<file path="src/rtl/piso_tx8.sv">
// piso_tx8: framed serial transmitter (start 0, data LSB first, stop 1).
// One frame per WIDTH+2 cycles; back-to-back loads leave no idle gap.
module piso_tx8 #(
    parameter int WIDTH = 8
) (
    input  logic             clk,
    input  logic             res,
    input  logic             load,
    input  logic [WIDTH-1:0] d,
    output logic             sout,
    output logic             busy,
    output logic             done
);

    localparam int CW = $clog2(WIDTH + 2);
    localparam logic [CW-1:0] LAST = CW'(WIDTH + 1);

    typedef enum logic {
        IDLE,
        SEND
    } state_t;

    state_t             state;
    logic [WIDTH+1:0]   frame;
    logic [CW-1:0]      cnt;

    always_ff @(posedge clk or posedge res) begin
        if (res) begin
            state <= IDLE;
            frame <= '1;
            cnt   <= '0;
            done  <= 1'b0;
        end else begin
            done <= 1'b0;
            unique case (state)
                IDLE: begin
                    if (load) begin
                        frame <= {1'b1, d, 1'b0};
                        cnt   <= '0;
                        state <= SEND;
                    end
                end
                SEND: begin
                    if (cnt == LAST) begin
                        done <= 1'b1;
                        if (load) begin
                            frame <= {1'b1, d, 1'b0};
                            cnt   <= '0;
                        end else begin
                            frame <= '1;
                            cnt   <= '0;
                            state <= IDLE;
                        end
                    end else begin
                        frame <= {1'b1, frame[WIDTH+1:1]};
                        cnt   <= cnt + 1'b1;
                    end
                end
            endcase
        end
    end

    // Frame register holds all 1s whenever idle, so bit 0 is the line directly.
    assign sout = frame[0];
    assign busy = (state == SEND);

endmodule

</file>
<file path="config.mk">
export PLATFORM = sky130hd
export DESIGN_NAME = piso_tx8
export DESIGN_NICKNAME = d
export VERILOG_FILES = /design/src/rtl/piso_tx8.sv
export SDC_FILE = /design/constraint.sdc
export NUM_CORES = 1
export LEC_CHECK = 0
export BUFFER_PORTS_ARGS = -buffer_cell sky130_fd_sc_hd__clkbuf_2
export CAP_MARGIN = 20
export CORE_UTILIZATION = 47
export CTS_CLUSTER_SIZE = 24
export DETAILED_ROUTE_END_ITERATION = 16
export PLACE_DENSITY = 0.74
export SYNTH_ARGS = -nofsm -noshare
export SYNTH_HDL_FRONTEND = slang
export SYNTH_SLANG_ARGS = --single-unit
export TNS_END_PERCENT = 100
</file>
<file path="constraint.sdc">
create_clock -name clk -period 1.25 [get_ports clk]
set_input_delay 0.0625 -clock clk [delete_from_list [all_inputs] [get_ports clk]]
set_output_delay 0.0625 -clock clk [all_outputs]
set_load 0.05 [all_outputs]
</file>
==> impl_results.md <==
* Status: complete, but fails checks
* Failing checks: setup timing
* ANT cells at 0
* Finish-stage setup viols at 7
* DP Wirelength at a little over 1000 um
* Gr ovfl total at 0
* Clock-pin slew on the worst setup and hold paths at around 90 ps
* Count leader, synth: dfstp_2
* Global-route wire length before repair at approximately 2700 um
* Slew Viols, Final at 0
* Setup TNS at -33.0 ps
* Fin. Hold Viols at 0
* Area Overhead vs Synth at 28.7%
* Slew of the pin with the lowest slew margin at between 500 and 600 ps
* Mapped Area at around 750 sq um
* Initial Utilization at 0.501
* Largest cells by area after synthesis: dfstp_2 32%, dfrtp_1 20%, o221a_1 7.6%
* Post-Syn Area per Cell at 11.1 sq um
* Slowest stage delay, CP at between 300 and 400 ps
* Primary FF master, synth: dfstp_2
* Final hold slack at between 15 and 20 ps
* Routed via count at around 610
* Clock sink count at 15
* Final worst slack at -8.10 ps
* Die Height at ~42 um
* Yosys warning total at 0
* PD cells at 1870 nW/um^2
* Via/cell ratio at about 5.7
* CP Cell Sequence: inv_1 -> ha_2 -> nand3b_1 -> buf_6 -> a21oi_4 -> a21oi_2
* CP Capture Type: flop
* Filler Cells Inserted at around 130
* Period utilization at 1.01
* Ports at 14
* Slowest CP cell: dfrtp_1
* Synthesized Nets at 80
* Post-synthesis sequential area ratio at 0.518
* Final Util at 0.645
* Worst VDD drop at around 0.001 V
* Clock H-tree levels at 1
* Initial antenna violation count at 0
* Post-synth EDFFs at 0
* Worst slack, placed at -25.9 ps
* Count of input and output buffers at 13
* Clk_lat worst skew at about 280 ps
* Routed length per instance at ~14 um
* Die width at between 40 and 50 um
* Synth Register Bits at 15
* Overall Global Routing Usage at 0.206
* Area of the multi-input gates at ~370 sq um
* Register area at a little under 400 sq um
* Core Region at roughly 1500 sq um
* WS Path Type: flop to flop
* Delay-heaviest family, CP: flip-flops
* Final WL at around 1500 um
* Drt drc at 0
* Synth Instances at 67
* Row count at 14
* Worst Path Required at between 1000 and 1500 ps
* Worst Path Buf+Inv at 2
* LEAKAGE at about 0.0004 uW
* CP arrival at approximately 1500 ps
* Synth area leader: dfstp_2
* Synth cell count leaders: 9 x dfstp_2, 7 x a21oi_1, 6 x dfrtp_1, 6 x or3_1
* Fraction of layout cells with a size suffix above 1 at 0.495
* Die area at 1750 sq um
* Minimum clock period after layout at 1260 ps
* CTS tree: done
* Largest net degree at the start of global routing at 16
* Slew margin rel. at 0.628
* Critical Path Source Type: flop
* Nets at ~110
* Clk_skew at roughly 3.2 ps
* CTS Root Cell: clkbuf_4
* DRT Pass-1 Iters at 4
* RSZ-0062 raised after global routing: true
* Crit path max fanout at 3
* Clock buffer depth at 2
* Vias in the first global route at 607
* Fmax at a little under 0.8 GHz
* Top cell type's share of synthesized area at 0.317
* ANT nets after route at 0
* Cell variety after synth at 26
* GPL Wtd Cong at about 0.75
* CTS buffer count at 3
* Ys async rst share at 1.00
* Max-cap viol count at 0
* Drt first-iter violations at 7
* Hold crit path type: input port to flop
==> cell type report <==
cell class / instances / share of cell area
sequential: 15 / 0.404
timing repair buffer: 22 / 0.149
inverter: 4 / 0.0156
clock buffer: 4 / 0.0274
multi-input combinational: 46 / 0.383
tap: 16 / 0.0209
==> cell families (layout without fill, tap and decap cells) <==
family	Yosys count	count (layout)	synth area share
AO/OA/AOI/OAI	21	21	0.206
adder cells (fa/ha/maj)	2	2	0.0336
AND/OR/NAND/NOR	21	21	0.180
buffers and inverters	6	30	0.0369
XOR/XNOR	1	1	0.0117
flip-flops	15	15	0.518
multiplexers	1	1	0.0134
==> repair_timing <==
item / CTS / global route
pin swaps: 10 / 2
resized for setup: 6 / 5
endpoints found under the hold margin: 6 / 0
hold buffers: 1 / 0
cloned: 0 / 0
setup buffers: 2 / 3
setup endpoints to repair: 8 / 14
==> through the flow <==
step | power, uW | instances | cell area (sq um)
detailed placement | 1420 | 98 | 850
CTS | 1730 | 105 | 921
global placement | 1400 | 98 | 850
global route | 1920 | 107 | 960
finish | 1790 | 107 | 960
floorplan | 1230 | 67 | 747
==> worst paths after layout <==
check / from / end / slack [ps] / cells past startpoint
max: cnt[1] / frame[2] / -8 / 6
max reg2reg: cnt[1] / frame[2] / -8 / 6
min in group asynchronous: res / done / 350 / 3
min: d[7] / frame[8] / 20 / 3
min reg2reg: frame[1] / frame[0] / 530 / 2
max in group asynchronous: res / busy / 500 / 3
==> routing by layer <==
metal	vias up	part of all wire	global-route usage
met5	-	0	0
met4	0	0.022	0.116
met3	5	0.039	0.0348
met2	15	0.47	0.325
met1	297	0.47	0.268
li1	295	-	-
==> where the power goes <==
part	internal, uW	leakage (uW)	switching, uW
Combinational	348	0.000229	371
Sequential	691	0.000166	105
Clock	124	0.0000150	152
==> state kept, by name, summed over array words and instances, names as in the netlist <==
| register | count |
|---|---|
| cnt | 4 |
| busy | 1 |
| done | 1 |
| frame | 9 |
==> worst min-delay path: cells and delay by family <==
| kind | cells | cell delay, ps |
|---|---|---|
| AOI/OAI and AO/OA | 2 | 150 |
| buffers and inverters | 1 | 90 |
==> placed cells by master, fill, tap and decap left out, types with 3 or more instances in the layout <==
cell type	instances
o221a_1	5
dfrtp_1	5
a21oi_2	4
nand2_1	5
or3_1	6
buf_4	6
dfstp_2	9
o21ai_0	3
clkbuf_4	3
inv_1	4
clkbuf_2	13
Note: power is estimated with default switching activity, not from simulation.
